`src/rtl/riscv_pkg.sv`:
```
// rtl/riscv_pkg.sv - shared RV32I constants and types for the write-back stage
package riscv_pkg;

    localparam int XLEN = 32;

    localparam logic [1:0] WB_ALU  = 2'd0;
    localparam logic [1:0] WB_LOAD = 2'd1;
    localparam logic [1:0] WB_PC4  = 2'd2;

    localparam logic [2:0] F3_LB  = 3'b000;
    localparam logic [2:0] F3_LH  = 3'b001;
    localparam logic [2:0] F3_LW  = 3'b010;
    localparam logic [2:0] F3_LBU = 3'b100;
    localparam logic [2:0] F3_LHU = 3'b101;

    typedef enum logic {
        ST_IDLE    = 1'b0,
        ST_WAIT_LD = 1'b1
    } wb_state_t;

endpackage

```
`src/rtl/load_ext.sv`:
```
// rtl/load_ext.sv - load data lane selection, sign/zero extension and alignment check
module load_ext #(
    parameter int XLEN = riscv_pkg::XLEN
) (
    input  logic [2:0]      funct3,
    input  logic [1:0]      addr_lo,
    input  logic [XLEN-1:0] rdata,
    output logic [XLEN-1:0] value,
    output logic            err
);
    import riscv_pkg::*;

    logic [7:0]  byte_sel;
    logic [15:0] half_sel;

    always_comb begin
        byte_sel = rdata[{addr_lo, 3'b000} +: 8];
        half_sel = rdata[{addr_lo[1], 4'b0000} +: 16];
        value    = '0;
        err      = 1'b0;
        unique case (funct3)
            F3_LB:  value = {{(XLEN-8){byte_sel[7]}}, byte_sel};
            F3_LBU: value = {{(XLEN-8){1'b0}}, byte_sel};
            F3_LH: begin
                value = {{(XLEN-16){half_sel[15]}}, half_sel};
                err   = addr_lo[0];
            end
            F3_LHU: begin
                value = {{(XLEN-16){1'b0}}, half_sel};
                err   = addr_lo[0];
            end
            F3_LW: begin
                value = rdata;
                err   = (addr_lo != 2'b00);
            end
            default: err = 1'b1;
        endcase
    end

endmodule

```
`src/rtl/wb_stage.sv`:
```
// rtl/wb_stage.sv - RV32I write-back stage: result select, load completion, register-file write port
module wb_stage #(
    parameter int XLEN      = riscv_pkg::XLEN,
    parameter int INSTRET_W = 64
) (
    input  logic                 clk,
    input  logic                 rst,
    input  logic                 in_valid,
    output logic                 in_ready,
    input  logic                 in_wen,
    input  logic [4:0]           in_rd,
    input  logic [1:0]           in_sel,
    input  logic [2:0]           in_funct3,
    input  logic [1:0]           in_addr_lo,
    input  logic [XLEN-1:0]      in_alu_res,
    input  logic [XLEN-1:0]      in_pc,
    input  logic                 mem_rvalid,
    input  logic [XLEN-1:0]      mem_rdata,
    output logic                 rf_wen,
    output logic [4:0]           rf_rd,
    output logic [XLEN-1:0]      rf_rd_v,
    output logic                 retire,
    output logic                 load_err,
    output logic [INSTRET_W-1:0] instret
);
    import riscv_pkg::*;

    wb_state_t state_q, state_d;

    logic       ld_wen_q;
    logic [4:0] ld_rd_q;
    logic [2:0] ld_f3_q;
    logic [1:0] ld_addr_q;

    logic [2:0]      ext_f3;
    logic [1:0]      ext_addr;
    logic [XLEN-1:0] ext_value;
    logic            ext_err;

    logic            complete, is_load, wr_en, retire_d, wen_d, err_d, start_wait;
    logic [4:0]      wr_rd;
    logic [XLEN-1:0] wr_val;

    // A pending load uses the latched type; otherwise the live MEM/WB fields.
    assign ext_f3   = (state_q == ST_WAIT_LD) ? ld_f3_q   : in_funct3;
    assign ext_addr = (state_q == ST_WAIT_LD) ? ld_addr_q : in_addr_lo;

    load_ext #(.XLEN(XLEN)) u_load_ext (
        .funct3  (ext_f3),
        .addr_lo (ext_addr),
        .rdata   (mem_rdata),
        .value   (ext_value),
        .err     (ext_err)
    );

    assign in_ready   = (state_q == ST_IDLE);
    assign start_wait = (state_q == ST_IDLE) && in_valid && (in_sel == WB_LOAD) && !mem_rvalid;

    always_ff @(posedge clk or posedge rst) begin
        if (rst) state_q <= ST_IDLE;
        else     state_q <= state_d;
    end

    always_comb begin
        state_d = state_q;
        unique case (state_q)
            ST_IDLE:    if (start_wait) state_d = ST_WAIT_LD;
            ST_WAIT_LD: if (mem_rvalid) state_d = ST_IDLE;
            default:    state_d = ST_IDLE;
        endcase
    end

    always_comb begin
        complete = 1'b0;
        is_load  = 1'b0;
        wr_en    = in_wen;
        wr_rd    = in_rd;
        wr_val   = in_alu_res;
        unique case (state_q)
            ST_IDLE: begin
                if (in_valid) begin
                    if (in_sel == WB_LOAD) begin
                        complete = mem_rvalid;
                        is_load  = 1'b1;
                        wr_val   = ext_value;
                    end else begin
                        complete = 1'b1;
                        wr_val   = (in_sel == WB_PC4) ? in_pc + XLEN'(4) : in_alu_res;
                    end
                end
            end
            ST_WAIT_LD: begin
                complete = mem_rvalid;
                is_load  = 1'b1;
                wr_en    = ld_wen_q;
                wr_rd    = ld_rd_q;
                wr_val   = ext_value;
            end
            default: ;
        endcase
        err_d    = complete && is_load && ext_err;
        retire_d = complete && !err_d;
        wen_d    = retire_d && wr_en && (wr_rd != 5'd0);
    end

    always_ff @(posedge clk or posedge rst) begin
        if (rst) begin
            rf_wen    <= 1'b0;
            rf_rd     <= '0;
            rf_rd_v   <= '0;
            retire    <= 1'b0;
            load_err  <= 1'b0;
            instret   <= '0;
            ld_wen_q  <= 1'b0;
            ld_rd_q   <= '0;
            ld_f3_q   <= '0;
            ld_addr_q <= '0;
        end else begin
            rf_wen   <= wen_d;
            retire   <= retire_d;
            load_err <= err_d;
            if (wen_d) begin
                rf_rd   <= wr_rd;
                rf_rd_v <= wr_val;
            end
            if (retire_d) instret <= instret + 1'b1;
            if (start_wait) begin
                ld_wen_q  <= in_wen;
                ld_rd_q   <= in_rd;
                ld_f3_q   <= in_funct3;
                ld_addr_q <= in_addr_lo;
            end
        end
    end

endmodule

```
`config.mk`:
```
export PLATFORM = sky130hd
export DESIGN_NAME = wb_stage
export DESIGN_NICKNAME = d
export VERILOG_FILES = /design/src/rtl/riscv_pkg.sv /design/src/rtl/load_ext.sv /design/src/rtl/wb_stage.sv
export SDC_FILE = /design/constraint.sdc
export NUM_CORES = 1
export LEC_CHECK = 0
export BUFFER_PORTS_ARGS = -buffer_cell sky130_fd_sc_hd__buf_2
export CAP_MARGIN = 20
export CORE_UTILIZATION = 49
export CTS_CLUSTER_DIAMETER = 80
export DETAILED_ROUTE_END_ITERATION = 16
export GPL_TIMING_DRIVEN = 0
export PLACE_DENSITY = 0.82
export SYNTH_ARGS = -nofsm -noshare
export SYNTH_HDL_FRONTEND = slang
export SYNTH_SLANG_ARGS = --single-unit
```
`constraint.sdc`:
```
create_clock -name clk -period 4.1 [get_ports clk]
set_input_delay 0.615 -clock clk [delete_from_list [all_inputs] [get_ports clk]]
set_output_delay 0.615 -clock clk [all_outputs]
set_load 0.005 [all_outputs]
```
==> flow_summary_export.csv, run 1 <==
group,metric,value,unit
sta,worst_pin_slew,873,ps
worst_setup_path,critPathMostFrequentCell,"buf_6",
worst_setup_path,endpoint_kind,"register",
sta,max_freq,344,MHz
worst_setup_path,crit_slowest_cell,"mux2i_1",
synth,synth-main-ff-cell,"dfrtp_1",
sta,min_period,2910,ps
final_layout,drive_above_1_share,29.4,%
worst_setup_path,r2r-end,"rf_rd_v[7]",
synth,yosysWarnings,0,
final_layout,final_common_cell,"buf_2",
synth,synth-adder-area-share,0.514,%
floorplanning,fp.dieW,120,µm
run,drv_cap,0,
synth,muxShareOfSynthArea,4.06,%
placed_design,dp.cells,1121,
global_routing,grt_pass1_wl,34100,µm
clock_tree,h-tree-depth,4,
worst_setup_path,arrival,3200,ps
worst_setup_path,path_class,"reg2reg",
worst_setup_path,crit_path_end,"rf_rd_v[7]",
synth,synth_top_family_by_area,"simple AND/OR/NAND/NOR gates",
global_routing,grt_overflow_total,0,
sta,setup_viol,0,
route,ant_nets,0,
synth,syn_nets,843,
power_and_ir_drop,clkPwrFrac,38.6,%
synth,ys_seq_area_share,42.6,%
sta,rsz0062_at_grt,"no",
synth,ys_types,64,
status,outcome,"finished, final reports clean",
clock_tree,post-cts-setup-buffers,0,
sta,hold_viol_final,0,
route,routedWlPerCell,18.9,µm
placed_design,dp_hpwl,16300,µm
route,drcViolationCount,0,
placed_design,post-place-ws,1010,ps
route,dr_total_vias,6913,
worst_setup_path,required,4390,ps
power_and_ir_drop,p_int,2.58,mW
worst_setup_path,start_kind,"register",
clock_tree,ctsResizeCount,0,
sta,final.period_utilization,70.9,%
worst_setup_path,reg2reg_from,"state_q",
sta,fin_ws,1190,ps
hold_path,hp-class,"in2async",
clock_tree,numCtsBuffers,17,
power_and_ir_drop,p_seq_share,40.4,%
route,dr.first_iter.drc_count,849,
power_and_ir_drop,p_comb_share,21.0,%
power_and_ir_drop,cellLeakagePower,4.17,nW
global_routing,grt_max_degree,83,
placed_design,port_buffers,216,
floorplanning,dieHeight,120,µm
worst_setup_path,reg2reg_slack,1190,ps
floorplanning,dieArea,14400,µm²
clock_tree,clock_latency,410,ps
clock_tree,clk_pin_slew,50,ps
global_routing,antenna_found_initial,1,
final_layout,layout_common_cells,"buf_2 (227), dfrtp_1 (116), nand2_1 (100)",
floorplanning,rows,42,
worst_setup_path,cpPeakStageDelay,760,ps
worst_setup_path,path_buf_inv,3,
worst_setup_path,critPathLaunch,"state_q",
sta,finClkSkew,8.43,ps
synth,synth_edf_count,0,
synth,synth_seq_cells,116,
worst_setup_path,cp_max_fo,10,
synth,synth-xor-area-share,11.0,%
synth,synthArstFlopShare,100,%
final_layout,syn2layout_area_growth,28.0,%
route,via_per_inst,5.99,
power_and_ir_drop,p_sw,1.10,mW
worst_setup_path,path_depth,8,
power_and_ir_drop,power,3.68,mW
route,firstDrtPassIters,6,
power_and_ir_drop,ir_worst_vdd,0.000270,V
floorplanning,core,13400,µm²
placed_design,gp_congestion,0.955,
power_and_ir_drop,power.density,422,nW/µm²
clock_tree,cts_tree,"done",
global_routing,track_usage,30.9,%
clock_tree,cts_buffer_depth,2,
synth,synth_compound_area_share,15.2,%
final_layout,instances_no_fill,1155,
global_routing,grt_pass1_vias,6487,
synth,syn_avg_cell_area,9.37,µm²
clock_tree,cts-root-buf,"clkbuf_16",
placed_design,place_area,8150,µm²
worst_setup_path,rr_worst_depth,8,
power_and_ir_drop,swShare,29.9,%
clock_tree,cts_sinks,116,
synth,netlist_area,6820,µm²
worst_setup_path,critical_path.cell_chain,"buf_6, buf_6, buf_2, mux2i_1, a21oi_1, a222oi_1, o22ai_1, mux2_2",
final_layout,fin_nets,1079,
worst_setup_path,cp_top_family,"multiplexers",
synth,synthSimpleGateAreaFrac,23.5,%
floorplanning,initial_utilization,50.9,%
final_layout,fin_area,8720,µm²
sta,max_slew_margin,40.1,%
sta,maxSlewViolCount,0,
floorplanning,io_pins,218,
clock_tree,hold_buffers,0,
synth,syn_inst,728,
route,wl,21800,µm
sta,setup_tns,0,ps
Yosys cell counts (5+ instances only):
cell      count  share of area [%]
o22a_1       10                1.3
xnor2_1      51                6.6
nand2_1     100                5.5
a21oi_1      16                1.2
nand4_1      29                2.7
nor2_1       36                2.0
o21ai_0      14                1.0
nand3_1      39                2.9
a222oi_1      8                1.2
a211oi_1      7               0.77
nor4_1       10               0.92
a22o_1       12                1.5
and3_1       23                2.1
inv_1         9               0.50
xor2_1       35                4.5
and4_1       13                1.7
mux2_2       15                2.5
and2_1       13                1.2
a22oi_1      13                1.4
dfrtp_1     116                 43
nor3_1       24                1.8
buf_2        11               0.81
a31oi_1       8               0.73
clkbuf_1     21                1.2
nor2b_1       5               0.46
a21o_1       15                1.7
o31ai_1       5               0.55
mux2i_1       7                1.0
power groups by stage:
stage	logic, mW	clock network [mW]	registers [mW]
6_report	0.772	1.42	1.49
5_1_grt	0.850	1.49	1.51
3_3_place_gp	0.740	0	1.50
3_5_place_dp	0.760	0	1.50
4_1_cts	0.767	1.43	1.48
2_1_floorplan	0.396	0	1.48
flip-flops by register name, summed over array words and instances (netlist names), 2 cells and up:
| name | count |
|---|---|
| instret | 64 |
| ld_f3_q | 3 |
| ld_rd_q | 5 |
| rf_rd_v | 32 |
| rf_rd | 5 |
| ld_addr_q | 2 |
through the flow:
step,hold WS [ps],util [%]
after floorplan,467,-
after global placement,461,60.6
after detailed placement,465,60.8
after CTS,197,65.1
after global routing,210,65.1
final,194,65.1
logic make-up after synthesis:
logic type	after synthesis
buffers and inverters	47
AND/OR/NAND/NOR	313
AO/OA/AOI/OAI	139
multiplexers	24
adder cells (fa/ha/maj)	3
flip-flops	116
XOR/XNOR	86
cell type report:
class | instances | area [µm²]
fillers | 1093 | 4680
multi-input cells | 565 | 3700
flip-flops and latches | 116 | 2900
repair buffers | 217 | 1110
clock buffers | 18 | 429
well taps | 176 | 220
plain buffers | 37 | 175
clock inverters | 14 | 138
inverters | 10 | 42.5
diodes | 2 | 5.00
layer usage:
metal / vias to the layer above / share of wire, % / track usage (%)
li1: 3153 / - / -
met4: 0 / 4.6 / 15.1
met5: - / 0 / 0
met3: 88 / 8.5 / 7.32
met2: 402 / 46 / 48.1
met1: 3270 / 41 / 40.4
how the worst min path moves through the flow:
stage,start,to
after floorplan,rf_rd_v[20],rf_rd_v[20]
after global placement,instret[63],instret[63]
after detailed placement,instret[63],instret[63]
after CTS,rst,instret[63]
after global routing,rst,rf_rd[1]
final,rst,instret[63]
Note: power is estimated with default switching activity, not from simulation.
==> inputs of run 2 (changes only) <==
--- a/config.mk
+++ b/config.mk
@@ -7,11 +7,11 @@
 export LEC_CHECK = 0
 export BUFFER_PORTS_ARGS = -buffer_cell sky130_fd_sc_hd__buf_2
 export CAP_MARGIN = 20
-export CORE_UTILIZATION = 49
+export CORE_UTILIZATION = 47
 export CTS_CLUSTER_DIAMETER = 80
 export DETAILED_ROUTE_END_ITERATION = 16
 export GPL_TIMING_DRIVEN = 0
-export PLACE_DENSITY = 0.82
+export PLACE_DENSITY = 0.83
 export SYNTH_ARGS = -nofsm -noshare
 export SYNTH_HDL_FRONTEND = slang
 export SYNTH_SLANG_ARGS = --single-unit
==> constraint.sdc (replaced) <==
create_clock -name clk -period 2.5 [get_ports clk]
set_input_delay 0.375 -clock clk [delete_from_list [all_inputs] [get_ports clk]]
set_output_delay 0.375 -clock clk [all_outputs]
set_load 0.005 [all_outputs]
==> run 2 against run 1 <==
Compared with the run above:
- count of clock-buffer cells in the layout up 2
- maximum frequency up 17%
- worst setup slack worse by 1200 ps
- cell area up 3.2%
- critical endpoint is now rf_rd_v[29]
- sequential power up 64%
- largest power group is now clock
- register-to-register slack worse by 1200 ps
- first-iteration DRC count up 5.8%
- sequential share of layout area down 1.0 points
- highest routed layer unchanged
- final cell count up 0.61%
- largest cell class unchanged
==> flow_summary_export.csv, run 2 (synthesis results as in run 1) <==
group,metric,value,unit
clock_tree,cts_tree,"done",
floorplanning,dieHeight,122,µm
worst_setup_path,cpPeakStageDelay,370,ps
global_routing,grt_pass1_vias,6446,
clock_tree,cts_sinks,116,
placed_design,post-place-ws,-394,ps
route,wl_met1,9140,µm
worst_setup_path,path_buf_inv,4,
worst_setup_path,r2r-end,"rf_rd_v[29]",
worst_setup_path,arrival,2830,ps
sta,worst_pin_slew,619,ps
power_and_ir_drop,power.density,717,nW/µm²
clock_tree,h-tree-depth,4,
global_routing,antenna_found_initial,1,
final_layout,syn2layout_area_growth,32.0,%
sta,fin_ws,23.8,ps
worst_setup_path,reg2reg_slack,20,ps
worst_setup_path,path_class,"reg2reg",
route,via_per_inst,6.03,
hold_path,hp-class,"in2async",
worst_setup_path,required,2850,ps
worst_setup_path,rr_worst_depth,10,
route,firstDrtPassIters,8,
worst_setup_path,path_depth,10,
placed_design,port_buffers,216,
sta,rsz0062_at_grt,"yes",
power_and_ir_drop,ir_worst_vdd,0.000681,V
sta,finClkSkew,12.2,ps
route,routed-wl-met3,2150,µm
route,routedWlPerCell,19.1,µm
final_layout,final_common_cell,"buf_2",
worst_setup_path,critPathLaunch,"state_q",
global_routing,grt_pass1_wl,33800,µm
sta,min_period,2480,ps
final_layout,fin_nets,1082,
worst_setup_path,reg2reg_from,"state_q",
global_routing,grt_overflow_total,0,
final_layout,largest_register,"instret",
worst_setup_path,cp_top_family,"simple AND/OR/NAND/NOR gates",
route,ant_nets,0,
sta,hold_viol_final,0,
worst_setup_path,start_kind,"register",
global_routing,track_usage,29.6,%
sta,max_slew_margin,58.8,%
sta,setup_viol,0,
power_and_ir_drop,cellLeakagePower,4.27,nW
worst_setup_path,endpoint_kind,"register",
route,met2_length,10300,µm
clock_tree,cts-root-buf,"clkbuf_16",
floorplanning,fp.dieW,122,µm
route,top_layer,"met4",
floorplanning,initial_utilization,48.6,%
placed_design,dp_hpwl,16500,µm
route,dr_total_vias,7002,
worst_setup_path,crit_slowest_cell,"dfrtp_1",
placed_design,place_area,8190,µm²
placed_design,gp_congestion,0.984,
sta,max_freq,404,MHz
worst_setup_path,cp_max_fo,10,
run,drv_cap,0,
clock_tree,numCtsBuffers,17,
route,dr.first_iter.drc_count,898,
floorplanning,core,14000,µm²
clock_tree,hold_buffers,0,
final_layout,drive_above_1_share,32.3,%
status,outcome,"finished, final reports clean",
final_layout,fin_area,9000,µm²
clock_tree,clock_latency,420,ps
sta,final.period_utilization,99.0,%
clock_tree,clk_pin_slew,50,ps
clock_tree,cts_buffer_depth,2,
worst_setup_path,crit_path_end,"rf_rd_v[29]",
route,wl,22200,µm
final_layout,layout_common_cells,"buf_2 (224), dfrtp_1 (116), nand2_1 (100)",
floorplanning,dieArea,15000,µm²
global_routing,grt_max_degree,39,
worst_setup_path,critical_path.cell_chain,"buf_6, buf_6, clkbuf_4, nor2b_1, a22o_1, nor4_4, o21ai_1, buf_4, nor4_1, a221o_1",
route,drcViolationCount,0,
sta,maxSlewViolCount,0,
floorplanning,rows,43,
worst_setup_path,critPathMostFrequentCell,"buf_6",
final_layout,reg_top3,"instret x64, rf_rd_v x32",
floorplanning,io_pins,218,
final_layout,largest_reg_flops,64,
## run 2: worst min-delay path by stage
stage                            end  slack, ps  depth (start not counted)
after CTS                 rf_rd_v[3]          3                          2
after floorplan              state_q        440                          1
after global placement    rf_rd_v[5]        460                          2
after global routing        rf_rd[2]         40                          2
after detailed placement    rf_rd[2]        440                          2
final                       rf_rd[2]          5                          2
## run 2: final cells by class
class                   instances  area (µm²)
inverters                      10        41.3
multi-input cells             566        3810
flip-flops and latches        116        2900
repair buffers                223        1170
well taps                     180         225
diodes                          2        5.00
clock buffers                  20         457
plain buffers                  33         185
clock inverters                12         200
fillers                      1175        5040
## run 2: what timing repair did
item | CTS | global route
buffers inserted | 0 | 4
cloned | 0 | 1
gates resized for setup | 8 | 36
setup endpoints to repair | 54 | 68
pin swaps | 0 | 6
## run 2: worst reg2reg max path, stage by stage, from the launching register on
cell and delay [ps]:
dfrtp_1 370, buf_6 130, buf_6 140, clkbuf_4 200, nor2b_1 150, a22o_1 240, nor4_4 210, o21ai_1 260
buf_4 210, nor4_1 350, a221o_1 170
## run 2: routing by layer
layer	up-vias	global-route usage [%]
met5	-	0
met1	3386	39.5
li1	3158	-
met2	393	44.6
met3	65	8.27
met4	0	13.8
## run 2: metrics by stage
stage	total power [mW]	hold WS, ps	utilization [%]	std cells	TNS, ps
after floorplan	3.08	441	-	728	0
after detailed placement	3.72	442	58.3	1127	-11360
after global routing	6.73	37.1	64.1	1161	-98.4
after global placement	3.67	457	57.9	1124	-12410
final	6.45	4.54	64.1	1162	0
after CTS	6.44	3.18	63.1	1158	-2290
## run 2: power breakdown
group	switching (mW)	internal, mW	total [mW]
sequential	0.269	2.18	2.45
combinational	0.691	0.623	1.31
clock	0.872	1.82	2.69
total	1.83	4.62	6.45
